**config.mk**
```make
export PLATFORM = sky130hd
export DESIGN_NAME = noc_link_pipe
export DESIGN_NICKNAME = d
export VERILOG_FILES = /design/src/rtl/noc_link_pkg.sv /design/src/rtl/noc_pipe_stage.sv /design/src/rtl/noc_link_pipe.sv
export SDC_FILE = /design/constraint.sdc
export NUM_CORES = 1
export LEC_CHECK = 0
export BUFFER_PORTS_ARGS = -buffer_cell sky130_fd_sc_hd__buf_2
export CAP_MARGIN = 20
export CORE_AREA = 2 2 135 137
export CTS_BUF_LIST = sky130_fd_sc_hd__clkbuf_2 sky130_fd_sc_hd__clkbuf_4 sky130_fd_sc_hd__clkbuf_8
export DETAILED_ROUTE_END_ITERATION = 7
export DIE_AREA = 0 0 137 139
export PLACE_DENSITY = 0.66
export SYNTH_ARGS = -nofsm -noshare
export SYNTH_HDL_FRONTEND = slang
export SYNTH_SLANG_ARGS = --single-unit
```
**constraint.sdc**
```tcl
create_clock -name clk_noc -period 2.7 [get_ports clk_noc]
set_input_delay 0.135 -clock clk_noc [delete_from_list [all_inputs] [get_ports clk_noc]]
set_output_delay 0.135 -clock clk_noc [all_outputs]
set_load 0.01 [all_outputs]
```
**src/rtl/noc_link_pkg.sv**
```systemverilog
// Shared types and helpers for the router-to-router link pipeline.
// Imported by the link top and its pipeline stage.
package noc_link_pkg;

    typedef enum logic {
        IDLE   = 1'b0,
        IN_PKT = 1'b1
    } link_state_e;

    // Width of a counter that must hold 0..depth inclusive
    function automatic int credit_w(input int depth);
        return $clog2(depth + 1);
    endfunction

endpackage

```
**src/rtl/noc_pipe_stage.sv**
```systemverilog
// One register slice of the link: forward flit fields plus the
// returning credit, all cleared by synchronous reset.
module noc_pipe_stage
    import noc_link_pkg::*;
#(
    parameter int FLIT_WIDTH = 128,
    parameter int DEST_WIDTH = 6
) (
    input  logic                  i_clk,
    input  logic                  i_rst,
    input  logic [FLIT_WIDTH-1:0] i_data,
    input  logic [DEST_WIDTH-1:0] i_dest,
    input  logic                  i_tail,
    input  logic                  i_send,
    input  logic                  i_credit,
    output logic [FLIT_WIDTH-1:0] o_data,
    output logic [DEST_WIDTH-1:0] o_dest,
    output logic                  o_tail,
    output logic                  o_send,
    output logic                  o_credit
);

    logic [FLIT_WIDTH-1:0] r_data;
    logic [DEST_WIDTH-1:0] r_dest;
    logic                  r_tail;
    logic                  r_send;
    logic                  r_credit;

    // Capture both directions every cycle; no stall path exists
    always_ff @(posedge i_clk) begin
        if (i_rst) begin
            r_data   <= '0;
            r_dest   <= '0;
            r_tail   <= 1'b0;
            r_send   <= 1'b0;
            r_credit <= 1'b0;
        end else begin
            r_data   <= i_data;
            r_dest   <= i_dest;
            r_tail   <= i_tail;
            r_send   <= i_send;
            r_credit <= i_credit;
        end
    end

    assign o_data   = r_data;
    assign o_dest   = r_dest;
    assign o_tail   = r_tail;
    assign o_send   = r_send;
    assign o_credit = r_credit;

endmodule

```
**src/rtl/noc_link_pipe.sv**
```systemverilog
// Pipelined router-to-router link with an upstream-side monitor:
// credit occupancy, flit/packet statistics and sticky protocol errors.
module noc_link_pipe
    import noc_link_pkg::*;
#(
    parameter int NUM_PIPELINE      = 0,
    parameter int FLIT_WIDTH        = 128,
    parameter int DEST_WIDTH        = 6,
    parameter int FLIT_BUFFER_DEPTH = 8,
    parameter int STAT_WIDTH        = 32
) (
    input  logic                                   clk_noc,
    input  logic                                   rst_noc_sync,
    input  logic [FLIT_WIDTH-1:0]                  data_in,
    input  logic [DEST_WIDTH-1:0]                  dest_in,
    input  logic                                   is_tail_in,
    input  logic                                   send_in,
    output logic                                   credit_out,
    output logic [FLIT_WIDTH-1:0]                  data_out,
    output logic [DEST_WIDTH-1:0]                  dest_out,
    output logic                                   is_tail_out,
    output logic                                   send_out,
    input  logic                                   credit_in,
    input  logic                                   stat_clear,
    output logic [credit_w(FLIT_BUFFER_DEPTH)-1:0] credits_avail,
    output logic [STAT_WIDTH-1:0]                  flit_count,
    output logic [STAT_WIDTH-1:0]                  pkt_count,
    output logic                                   err_underflow,
    output logic                                   err_overflow,
    output logic                                   err_dest_chg
);

    localparam int             CW      = credit_w(FLIT_BUFFER_DEPTH);
    localparam logic [CW-1:0]  DEPTH_C = CW'(FLIT_BUFFER_DEPTH);
    localparam int             NP      = NUM_PIPELINE;

    // Index 0 is the link input, index NP the link output; NP=0 is a wire
    logic [FLIT_WIDTH-1:0] w_data   [NP+1];
    logic [DEST_WIDTH-1:0] w_dest   [NP+1];
    logic                  w_tail   [NP+1];
    logic                  w_send   [NP+1];
    logic                  w_credit [NP+1];

    assign w_data[0]   = data_in;
    assign w_dest[0]   = dest_in;
    assign w_tail[0]   = is_tail_in;
    assign w_send[0]   = send_in;
    assign w_credit[0] = credit_in;

    for (genvar g = 0; g < NP; g++) begin : g_stage
        noc_pipe_stage #(
            .FLIT_WIDTH (FLIT_WIDTH),
            .DEST_WIDTH (DEST_WIDTH)
        ) u_stage (
            .i_clk    (clk_noc),
            .i_rst    (rst_noc_sync),
            .i_data   (w_data[g]),
            .i_dest   (w_dest[g]),
            .i_tail   (w_tail[g]),
            .i_send   (w_send[g]),
            .i_credit (w_credit[g]),
            .o_data   (w_data[g+1]),
            .o_dest   (w_dest[g+1]),
            .o_tail   (w_tail[g+1]),
            .o_send   (w_send[g+1]),
            .o_credit (w_credit[g+1])
        );
    end

    assign data_out    = w_data[NP];
    assign dest_out    = w_dest[NP];
    assign is_tail_out = w_tail[NP];
    assign send_out    = w_send[NP];
    assign credit_out  = w_credit[NP];

    logic [CW-1:0]         r_credits;
    logic [STAT_WIDTH-1:0] r_flit_cnt;
    logic [STAT_WIDTH-1:0] r_pkt_cnt;
    logic                  r_err_uf;
    logic                  r_err_of;
    logic                  r_err_dc;
    link_state_e           r_state;
    link_state_e           w_next;
    logic [DEST_WIDTH-1:0] r_pkt_dest;
    logic                  w_latch;
    logic                  w_dc_evt;
    logic                  w_dec;
    logic                  w_inc;
    logic                  w_uf_evt;
    logic                  w_of_evt;

    // Returned credit is seen at the link output, i.e. after the back pipe
    assign w_dec    = send_in & ~credit_out;
    assign w_inc    = credit_out & ~send_in;
    assign w_uf_evt = w_dec & (r_credits == '0);
    assign w_of_evt = w_inc & (r_credits == DEPTH_C);

    // Saturating credit counter; out-of-range steps only raise errors
    always_ff @(posedge clk_noc) begin
        if (rst_noc_sync) begin
            r_credits <= DEPTH_C;
        end else if (w_dec && !w_uf_evt) begin
            r_credits <= r_credits - CW'(1);
        end else if (w_inc && !w_of_evt) begin
            r_credits <= r_credits + CW'(1);
        end
    end

    // Free-running wrapping statistics; a clear beats a same-cycle event
    always_ff @(posedge clk_noc) begin
        if (rst_noc_sync || stat_clear) begin
            r_flit_cnt <= '0;
            r_pkt_cnt  <= '0;
        end else begin
            r_flit_cnt <= r_flit_cnt + STAT_WIDTH'(send_in);
            r_pkt_cnt  <= r_pkt_cnt + STAT_WIDTH'(send_in & is_tail_in);
        end
    end

    // Sticky error flags, cleared only by stat_clear or reset
    always_ff @(posedge clk_noc) begin
        if (rst_noc_sync || stat_clear) begin
            r_err_uf <= 1'b0;
            r_err_of <= 1'b0;
            r_err_dc <= 1'b0;
        end else begin
            r_err_uf <= r_err_uf | w_uf_evt;
            r_err_of <= r_err_of | w_of_evt;
            r_err_dc <= r_err_dc | w_dc_evt;
        end
    end

    // Packet tracker state register
    always_ff @(posedge clk_noc) begin
        if (rst_noc_sync) begin
            r_state <= IDLE;
        end else begin
            r_state <= w_next;
        end
    end

    // Packet tracker next state: head opens, tail closes a packet
    always_comb begin
        w_next = r_state;
        unique case (r_state)
            IDLE:    if (send_in && !is_tail_in) w_next = IN_PKT;
            IN_PKT:  if (send_in && is_tail_in)  w_next = IDLE;
            default: w_next = IDLE;
        endcase
    end

    // Packet tracker outputs: head latch and mid-packet dest check
    always_comb begin
        w_latch  = 1'b0;
        w_dc_evt = 1'b0;
        unique case (r_state)
            IDLE:    w_latch  = send_in & ~is_tail_in;
            IN_PKT:  w_dc_evt = send_in & (dest_in != r_pkt_dest);
            default: w_latch  = 1'b0;
        endcase
    end

    // Hold the head flit's destination for the rest of the packet
    always_ff @(posedge clk_noc) begin
        if (rst_noc_sync) begin
            r_pkt_dest <= '0;
        end else if (w_latch) begin
            r_pkt_dest <= dest_in;
        end
    end

    assign credits_avail = r_credits;
    assign flit_count    = r_flit_cnt;
    assign pkt_count     = r_pkt_cnt;
    assign err_underflow = r_err_uf;
    assign err_overflow  = r_err_of;
    assign err_dest_chg  = r_err_dc;

endmodule

```
==> metrics.cfg, run 1 <==
[status]
outcome = finished clean

[logic_synthesis]
synth_top_area_cell = dfxtp_1
yosysWarnings = 0
synthFlopType = dfxtp_1
ys_ff_latch = 78
syn-num-nets = 716
yosysMostFrequentCell = buf_4
ys_types = 42
synth_area_leaders = dfxtp_1, buf_4, mux2i_1
postSynthCellCount = 569
seq_area_frac_synth_pct = 32.4
synth_commonest_cells = buf_4, dfxtp_1, nor2_1
netlist_area_um2 = 4820
syn_avg_cell_area_um2 = 8.46
synth_edf_count = 0
async_reset_ff_share_pct = 0
synth_top_area_share_pct = 32.4

[floorplan]
dieArea_um2 = 19000
fp-row-count = 49
dieWidth_um = 137
initial_core_util_pct = 27.3
ioPinCount = 348
die_y_um = 139
core_area_um2 = 17700

[sta]
tns_ps = 0
period_needed_ps = 2340
relSlewSlack_pct = 49.6
final.period_utilization_pct = 86.6
slew_viol_final = 0
worst_pin_slew_ps = 754
timing.final.hold_violations = 0
setup_viol = 0
rsz0062_at_grt = no
fmax_mhz = 428
fin_worst_skew_ps = 7.80
whs_ps = 34.3

[clock_network]
ctsHoldBuffers = 0
cts-root-buf = clkbuf_8
htreeDepth = 3
path_clk_slew_ps = 80
cts_buffers = 9
clock-sinks = 78
postCtsResizedCells = 0
tritoncts = done
clock_latency_ps = 370
postCtsSetupBuffers = 0
clockBufferDepth = 2

[layout]
finalInstanceArea_um2 = 4680
nNetsFinal = 666
drive_gt1_share_pct = 23.7
diodes = 0
final_util_pct = 26.5
syn_to_final_growth_pct = -2.81

[routing]
firstDrtPassIters = 4
routed-via-count = 3642
wl_um = 11500
wl_per_cell_um = 15.3
ant_nets = 0
vias_per_cell = 4.84
drt-initial-drc-count = 149
drc = 0

[setup_path]
crit_slowest_cell = nor4_1
r2r-start = credits_avail[0]$_SDFFE_PP0P_
cp-end-kind = flip-flop
critPathLaunchType = flip-flop
cpPeakStageDelay_ps = 450
crit_required_ps = 2960
cp_max_fo = 7
cp_cell_sequence = nor4_1 > or2_2 > inv_1 > ha_1 > a21o_1 > a21oi_1 > mux4_2 > or2_1
arrival_ps = 2600
path_class = reg -> reg
startpoint = credits_avail[0]$_SDFFE_PP0P_

[pwr]
p_total_mw = 2.27
switching_share_pct = 26.2
p_per_area_nw_per_um2 = 485
intPower_mw = 1.67
p_comb_share_pct = 7.9
clkPwrFrac_pct = 39.8
peakVddDrop_mv = 0.209
leakagePower_nw = 1.81
p_seq_share_pct = 52.3
p_switching_uw = 595

[min_path]
hold_path.class = in -> reg
min_from = dest_in[4]

[global_routing]
gr-total-overflow = 0
grt_max_degree = 22
antenna_found_initial = 0
grt_pass1_wl_um = 18300
grt_pass1_vias = 3389
groute.usage.overall_pct = 12.2

[placement]
hpwl_um = 8550
placed_area_um2 = 4480
gp_congestion = 0.752
io_buffers = 91

[run]
max-cap-violations = 0

## cell type report
| class | instances | area, um2 |
|---|---|---|
| inverters | 13 | 48.8 |
| clock inverters | 7 | 72.6 |
| fillers | 1945 | 13000 |
| flip-flops and latches | 78 | 1560 |
| well taps | 229 | 287 |
| repair buffers | 96 | 493 |
| clock buffers | 9 | 124 |
| multi-input cells | 321 | 2090 |
## cell usage in the layout (no fill, tap or decap), types with 10 or more instances in the layout
cell	n
inv_1	13
nand4_1	14
a21oi_1	22
xnor2_1	20
nor2_1	42
mux2i_1	19
nor4_1	10
nand2_1	32
nand3_1	24
dfxtp_1	78
buf_2	91
or3_1	24
## cells by family (layout without fill, tap and decap cells)
| logic type | Yosys count | count (layout) | share of synthesized area [%] |
|---|---|---|---|
| AND/OR/NAND/NOR | 203 | 203 | 23.5 |
| buffers and inverters | 170 | 125 | 24.1 |
| flip-flops | 78 | 78 | 32.4 |
| AO/OA/AOI/OAI | 62 | 62 | 8.34 |
| XOR/XNOR | 29 | 29 | 5.27 |
| multiplexers | 20 | 20 | 4.42 |
| adder cells (fa/ha/maj) | 7 | 7 | 1.97 |
## worst max-delay path: cells and delay by family (launching register included)
family                   cells  cell delay, ps
flip-flops                   1             380
multiplexers                 1             300
AND/OR/NAND/NOR              3             880
AO/OA/AOI/OAI                2             350
adder cells (fa/ha/maj)      1             280
buffers and inverters        1              60
## power groups by stage
| stage | clock, mW | combinational, mW | sequential (mW) |
|---|---|---|---|
| 3_5_place_dp | 0 | 0.182 | 1.21 |
| 2_1_floorplan | 0 | 0.318 | 1.22 |
| 6_report | 0.904 | 0.179 | 1.19 |
| 4_1_cts | 0.946 | 0.183 | 1.19 |
| 5_1_grt | 0.981 | 0.203 | 1.19 |
| 3_3_place_gp | 0 | 0.183 | 1.21 |
## sequential cells by signal, indices dropped and copies added, names as in the netlist
| signal | cells |
|---|---|
| pkt_count | 32 |
| r_state | 1 |
| err_underflow | 1 |
| err_overflow | 1 |
| r_pkt_dest | 6 |
| err_dest_chg | 1 |
| credits_avail | 4 |
| flit_count | 32 |
## metrics by stage
stage / setup WS [ps] / std cells
after floorplan: 554 / 569
after global placement: 436 / 737
final: 361 / 753
after CTS: 381 / 753
after detailed placement: 364 / 737
after global routing: 196 / 753
## worst paths after layout
check	end	slack [ps]	cells after the start
max	credits_avail[3]$_SDFFE_PP1P_	360	8
min	r_pkt_dest[4]$_SDFFE_PP0P_	30	3
max reg2reg	credits_avail[3]$_SDFFE_PP1P_	360	8
min reg2reg	err_dest_chg$_SDFF_PP0_	460	2
## layer usage
layer	global-route usage (%)	wire [um]
met5	0	0
met4	8.52	666
met3	4.50	955
met2	19.1	5270
met1	13.5	4600
(Power assumes the default switching activity.)
==> run 2, diff against run 1 <==
--- a/config.mk
+++ b/config.mk
@@ -5,13 +5,14 @@
 export SDC_FILE = /design/constraint.sdc
 export NUM_CORES = 1
 export LEC_CHECK = 0
+export ABC_AREA = 1
 export BUFFER_PORTS_ARGS = -buffer_cell sky130_fd_sc_hd__buf_2
 export CAP_MARGIN = 20
 export CORE_AREA = 2 2 135 137
 export CTS_BUF_LIST = sky130_fd_sc_hd__clkbuf_2 sky130_fd_sc_hd__clkbuf_4 sky130_fd_sc_hd__clkbuf_8
 export DETAILED_ROUTE_END_ITERATION = 7
 export DIE_AREA = 0 0 137 139
-export PLACE_DENSITY = 0.66
+export PLACE_DENSITY = 0.69
 export SYNTH_ARGS = -nofsm -noshare
 export SYNTH_HDL_FRONTEND = slang
 export SYNTH_SLANG_ARGS = --single-unit
==> run 2 against run 1 <==
- highest routed layer unchanged
- largest power group unchanged
- synthesized cell count is 43% higher
- via count is 22% higher
- register-to-register slack better by 510 ps
- utilization is 3.0 points higher
- sequential share of layout area is 3.4 points lower
- first-iteration DRC count is 74% higher
- largest cell class unchanged
- fmax is 28% higher
- setup slack better by 510 ps
- final area is 11% higher
- wire length is 22% higher
- combinational power hardly changed
==> metrics.cfg, run 2 <==
[floorplan]
dieWidth_um = 137  ; unchanged
ioPinCount = 348  ; unchanged
core_area_um2 = 17700  ; unchanged
die_y_um = 139  ; unchanged
dieArea_um2 = 19000  ; unchanged
initial_core_util_pct = 30.2  ; +2.9 points
fp-row-count = 49  ; unchanged

[setup_path]
cp-end-kind = flip-flop
path_class = reg -> reg
arrival_ps = 2080  ; -520 ps
critPathLaunchType = flip-flop
crit_required_ps = 2940  ; -20 ps
cp_max_fo = 5  ; -2

[routing]
drc = 0  ; unchanged
wl_met1_um = 5460  ; +19%
wl_met2_um = 6680  ; +27%
vias_per_cell = 4.41  ; -8.7%
firstDrtPassIters = 4  ; unchanged
wl_um = 14000  ; +22%
top_layer_used = met4
wl_met3_um = 1160  ; +22%
ant_nets = 0  ; unchanged
wl_per_cell_um = 13.9  ; -8.7%
drt-initial-drc-count = 259  ; +74%
routed-via-count = 4432  ; +22%

[sta]
fin_worst_skew_ps = 17.4  ; +9.65 ps
slew_viol_final = 0  ; unchanged
tns_ps = 0  ; unchanged
fmax_mhz = 546  ; +28%
relSlewSlack_pct = 40.2  ; -9.3 points
worst_pin_slew_ps = 895  ; +142 ps
finalWorstSetupSlack_ps = 868  ; +507 ps
whs_ps = 69.3  ; +35.0 ps
rsz0062_at_grt = no
timing.final.hold_violations = 0  ; unchanged
setup_viol = 0  ; unchanged
final.period_utilization_pct = 67.8  ; -19 points
period_needed_ps = 1830  ; -507 ps

[global_routing]
gr-total-overflow = 0  ; unchanged
grt_pass1_vias = 4116  ; +21%
groute.usage.overall_pct = 14.7  ; +2.5 points
grt_pass1_wl_um = 21600  ; +18%
grt_max_degree = 46  ; +110%
antenna_found_initial = 0  ; unchanged

[placement]
pre_cts_ws_ps = 887  ; +522 ps
hpwl_um = 11100  ; +30%
dp_cells = 988  ; +34%
io_buffers = 91  ; unchanged
placed_area_um2 = 5030  ; +12%
gp_congestion = 0.879  ; +17%

[logic_synthesis]
postSynthCellCount = 812  ; +43%
syn-num-nets = 959  ; +34%
seq_area_frac_synth_pct = 29.3  ; -3.1 points
yosysWarnings = 0  ; unchanged
ys_ff_latch = 78  ; unchanged
synth_area_leaders = dfxtp_1, buf_4, nand2_1
synthFlopType = dfxtp_1
yosysMostFrequentCell = nand2_1
syn_avg_cell_area_um2 = 6.57  ; -22%
synth_top_area_cell = dfxtp_1
netlist_area_um2 = 5330  ; +11%
ys_types = 31  ; -26%
synth_top_area_share_pct = 29.3  ; -3.1 points
synth_edf_count = 0  ; unchanged
synth_commonest_cells = nand2_1, buf_4, nor2_1
async_reset_ff_share_pct = 0  ; unchanged

[clock_network]
ctsHoldBuffers = 0  ; unchanged
clock_latency_ps = 380  ; about the same
postCtsResizedCells = 0  ; unchanged
clock-sinks = 78  ; unchanged
path_clk_slew_ps = 80  ; about the same
htreeDepth = 3  ; unchanged
clockBufferDepth = 2  ; unchanged
tritoncts = done
postCtsSetupBuffers = 0  ; unchanged
cts_buffers = 9  ; unchanged
cts-root-buf = clkbuf_8

[layout]
drive_gt1_share_pct = 19.2  ; -4.4 points
multiInputGateArea_um2 = 2380  ; +14%
finalInstanceArea_um2 = 5200  ; +11%
final-seq-area_um2 = 1560  ; unchanged
layout_commonest_cell = nand2_1
stdcell_count = 1004  ; +33%
final_cell_mix = nand2_1, nor2_1, buf_2, inv_1, dfxtp_1
nNetsFinal = 917  ; +38%
n_fill_cell = 1989  ; +2.3%
syn_to_final_growth_pct = -2.42
diodes = 0  ; unchanged
final_util_pct = 29.5  ; +3.0 points

[pwr]
p_per_area_nw_per_um2 = 423  ; -13%
p_total_mw = 2.20  ; -2.9%
peakVddDrop_mv = 0.217  ; +3.4%
leakagePower_nw = 1.98  ; +9.3%

[run]
max-cap-violations = 0  ; unchanged

[status]
outcome = finished clean

[min_path]
hold_path.class = in -> reg

run 2: critical path, stage by stage, from the launching register on:
cell and delay (ps):
dfxtp_1 350, nor2_1 150, nand3_1 110, nand2_1 150, inv_1 90, ha_1 320
a21oi_1 210, nand2_1 70, nand2_1 90, nand2_1 60, nand2_1 50, nand3_1 60
run 2: logic make-up (layout without fill, tap and decap cells):
family | Yosys count | count (layout) | share of synthesized area, %
simple gates | 398 | 398 | 33.2
buf+inv | 234 | 197 | 26.1
compound gates | 90 | 90 | 8.82
flops | 78 | 78 | 29.3
fa+ha+maj | 7 | 7 | 1.78
xor+xnor | 5 | 5 | 0.821
run 2: area by class of cell:
cell class                      count  share of cell area (%)
Multi-Input combinational cell    500                    45.7
Sequential cell                    78                    30.0
Timing Repair Buffer               92                    8.89
Inverter                           89                    6.42
Tap cell                          229                    5.50
Clock buffer                       11                    2.79
Clock inverter                      5                   0.649
run 2: layer usage:
| layer | up-vias | GRT usage [%] |
|---|---|---|
| li1 | 2296 | - |
| met1 | 1920 | 16.3 |
| met2 | 157 | 24.3 |
| met3 | 59 | 4.57 |
| met4 | 0 | 8.95 |
| met5 | - | 0 |
run 2: final timing paths:
path	startpoint	to	slack, ps	depth (start not counted)
worst max-delay path	credits_avail[0]$_SDFFE_PP0P_	credits_avail[3]$_SDFFE_PP1P_	870	11
worst min-delay path	dest_in[2]	r_pkt_dest[2]$_SDFFE_PP0P_	70	3
worst max register to register	credits_avail[0]$_SDFFE_PP0P_	credits_avail[3]$_SDFFE_PP1P_	870	11
worst min register to register	err_dest_chg$_SDFF_PP0_	err_dest_chg$_SDFF_PP0_	450	2
run 2: power by group:
| group | switching (mW) | total, mW | internal [mW] | leakage [nW] |
|---|---|---|---|---|
| Clock | 0.473 | 0.843 | 0.370 | 0.0891 |
| Combinational | 0.112 | 0.176 | 0.0639 | 1.26 |
| Sequential | 0.0155 | 1.18 | 1.17 | 0.631 |
| Total | 0.601 | 2.20 | 1.60 | 1.98 |
==> run 3, diff against run 2 <==
--- a/config.mk
+++ b/config.mk
@@ -8,11 +8,11 @@
 export ABC_AREA = 1
 export BUFFER_PORTS_ARGS = -buffer_cell sky130_fd_sc_hd__buf_2
 export CAP_MARGIN = 20
-export CORE_AREA = 2 2 135 137
+export CORE_AREA = 2 2 133 135
 export CTS_BUF_LIST = sky130_fd_sc_hd__clkbuf_2 sky130_fd_sc_hd__clkbuf_4 sky130_fd_sc_hd__clkbuf_8
 export DETAILED_ROUTE_END_ITERATION = 7
-export DIE_AREA = 0 0 137 139
-export PLACE_DENSITY = 0.69
+export DIE_AREA = 0 0 135 137
+export PLACE_DENSITY = 0.73
 export SYNTH_ARGS = -nofsm -noshare
 export SYNTH_HDL_FRONTEND = slang
 export SYNTH_SLANG_ARGS = --single-unit
==> constraint.sdc (replaced) <==
create_clock -name clk_noc -period 1.56 [get_ports clk_noc]
set_input_delay 0.078 -clock clk_noc [delete_from_list [all_inputs] [get_ports clk_noc]]
set_output_delay 0.078 -clock clk_noc [all_outputs]
set_load 0.01 [all_outputs]
==> run 3 against run 2 <==
- setup slack got worse by 840 ps
- via count grew 5.7%
- global-route usage up 0.40 points
- flip-flop and latch count unchanged
- power increased by 110%
- critical endpoint unchanged
==> metrics.cfg, run 3 (synthesis gave the netlist of run 2 again) <==
[status]
outcome = finished clean

[setup_path]
cpPeakStageDelay_ps = 340  ; about the same
r2r-start = credits_avail[0]$_SDFFE_PP0P_
r2r.worst_path.cells = 11  ; unchanged
cp_max_fo = 4  ; -1
crit_required_ps = 1820  ; -1120 ps
critPathLaunchType = flip-flop
crit_family = simple AND/OR/NAND/NOR gates
crit_top_cell = nand2_1
crit_buf_inv = 1  ; unchanged
cp_cell_sequence = nor2_4 > nand3_2 > nand2_4 > inv_2 > ha_4 > a21oi_4 > nand2_1 > nand2_1 > nand2_1 > nand2_1 > nand3_1
path_class = reg -> reg
startpoint = credits_avail[0]$_SDFFE_PP0P_
path_depth = 11  ; unchanged
crit_slowest_cell = dfxtp_2
cp-end-kind = flip-flop
arrival_ps = 1790  ; -290 ps

[min_path]
hold_path.class = in -> reg
min_from = dest_in[3]
whs_path_depth = 3  ; unchanged

[global_routing]
gr-total-overflow = 0  ; unchanged
grt_max_degree = 25  ; -46%
antenna_found_initial = 0  ; unchanged
grt_pass1_vias = 4146  ; +0.73%
groute.usage.overall_pct = 15.1  ; +0.40 points
grt_pass1_wl_um = 21500  ; -0.67%

[clock_network]
clockBufferDepth = 2  ; unchanged
clock_latency_ps = 380  ; about the same
path_clk_slew_ps = 80  ; about the same
cts-root-buf = clkbuf_8
clock-sinks = 78  ; unchanged
cts_buffers = 9  ; unchanged
htreeDepth = 3  ; unchanged
tritoncts = done

[pwr]
p_switching_mw = 1.10  ; +84%
p_total_mw = 4.70  ; +110%
intPower_mw = 3.59  ; +120%
p_seq_share_pct = 43.7  ; -10 points
leakagePower_nw = 2.19  ; +11%
p_per_area_nw_per_um2 = 833  ; +97%
clkPwrFrac_pct = 47.6  ; +9.4 points
switching_share_pct = 23.5  ; -3.8 points
peakVddDrop_mv = 0.510  ; +140%
p_comb_share_pct = 8.7  ; +0.7 points

[sta]
worst_pin_slew_ps = 359  ; -536 ps
final.period_utilization_pct = 98.2  ; +30 points
relSlewSlack_pct = 76.0  ; +36 points
slew_viol_final = 0  ; unchanged
timing.final.hold_violations = 0  ; unchanged
fmax_mhz = 653  ; +20%
whs_ps = 19.5  ; -49.8 ps
period_needed_ps = 1530  ; -300 ps
fin_worst_skew_ps = 14.4  ; -3.02 ps
setup_viol = 0  ; unchanged
rsz0062_at_grt = yes
tns_ps = 0  ; unchanged

[placement]
dp_cells = 1000  ; +1.2%
hpwl_um = 11300  ; +1.5%
io_buffers = 91  ; unchanged
gp_congestion = 0.879  ; about the same

[routing]
drc = 0  ; unchanged
wl_um = 14600  ; +4.4%
wl_per_cell_um = 14.3  ; +2.5%
drt-initial-drc-count = 243  ; -6.2%
firstDrtPassIters = 5  ; +1
ant_nets = 0  ; unchanged
routed-via-count = 4685  ; +5.7%
vias_per_cell = 4.58  ; +3.7%

[layout]
multiInputGateArea_um2 = 2510  ; +5.4%
stdcell_count = 1023  ; +1.9%
n_fill_cell = 1887  ; -5.1%
drive_gt1_share_pct = 23.8  ; +4.6 points
final_util_pct = 33.0  ; +3.6 points
nNetsFinal = 940  ; +2.5%
final-seq-area_um2 = 1570  ; +0.40%
final_cell_mix = nand2_1, nor2_1, buf_2, inv_1, dfxtp_1
diodes = 0  ; unchanged
syn_to_final_growth_pct = 5.63
layout_commonest_cell = nand2_1

[floorplan]
core_area_um2 = 17100  ; -3.4%
initial_core_util_pct = 31.3  ; +1.1 points
ioPinCount = 348  ; unchanged
dieArea_um2 = 18500  ; -2.9%
die_y_um = 137  ; -1.4%
fp-row-count = 48  ; -2.0%
dieWidth_um = 135  ; -1.5%

[run]
max-cap-violations = 0  ; unchanged

[run 3: metrics by stage]
stage                     setup slack (ps)  cell area, um2
after CTS                             4.97            5510
final                                 28.7            5630
after global routing                 -66.7            5630
after global placement                37.5            5160
after floorplan                       7.94            5360
after detailed placement             -21.8            5160
[run 3: cell type report]
class,count,area share [%]
Inverter,89,5.93
Tap cell,225,5.00
Sequential cell,78,27.8
Timing Repair Buffer,115,11.5
Multi-Input combinational cell,500,44.5
Clock inverter,7,2.98
Clock buffer,9,2.20
[run 3: worst reg2reg max path, cell delays in order, from the launching register on]
cell and delay, ps:
dfxtp_2 340, nor2_4 120, nand3_2 120, nand2_4 110, inv_2 60, ha_4 230, a21oi_4 130, nand2_1 60
nand2_1 80, nand2_1 60, nand2_1 50, nand3_1 50
[run 3: path summary, 6_finish.rpt]
path	slack, ps	end
worst max-delay path	30	credits_avail[3]$_SDFFE_PP1P_
worst min-delay path	20	r_pkt_dest[3]$_SDFFE_PP0P_
worst max register to register	30	credits_avail[3]$_SDFFE_PP1P_
worst min register to register	460	err_dest_chg$_SDFF_PP0_
[run 3: timing repair]
item,in CTS,in global routing
setup endpoints to repair,1,21
endpoints found under the hold margin,4,0
hold buffers,4,0
buffers inserted,2,1
pin swaps,1,9
gates resized for setup,1,32
[run 3: power groups by stage]
stage / logic [mW] / clock network, mW / registers [mW]
after floorplan: 0.559 / 0 / 2.11
final: 0.408 / 2.24 / 2.05
after global routing: 0.455 / 2.37 / 2.06
after detailed placement: 0.354 / 0 / 2.09
after global placement: 0.349 / 0 / 2.09
after CTS: 0.371 / 2.29 / 2.04
[run 3: metal layers]
metal,global-route usage [%],routed length (um),up-vias
li1,-,-,2341
met1,16.7,5550,2085
met2,24.6,7060,181
met3,4.74,1180,78
met4,11.0,816,0
met5,0,0,-
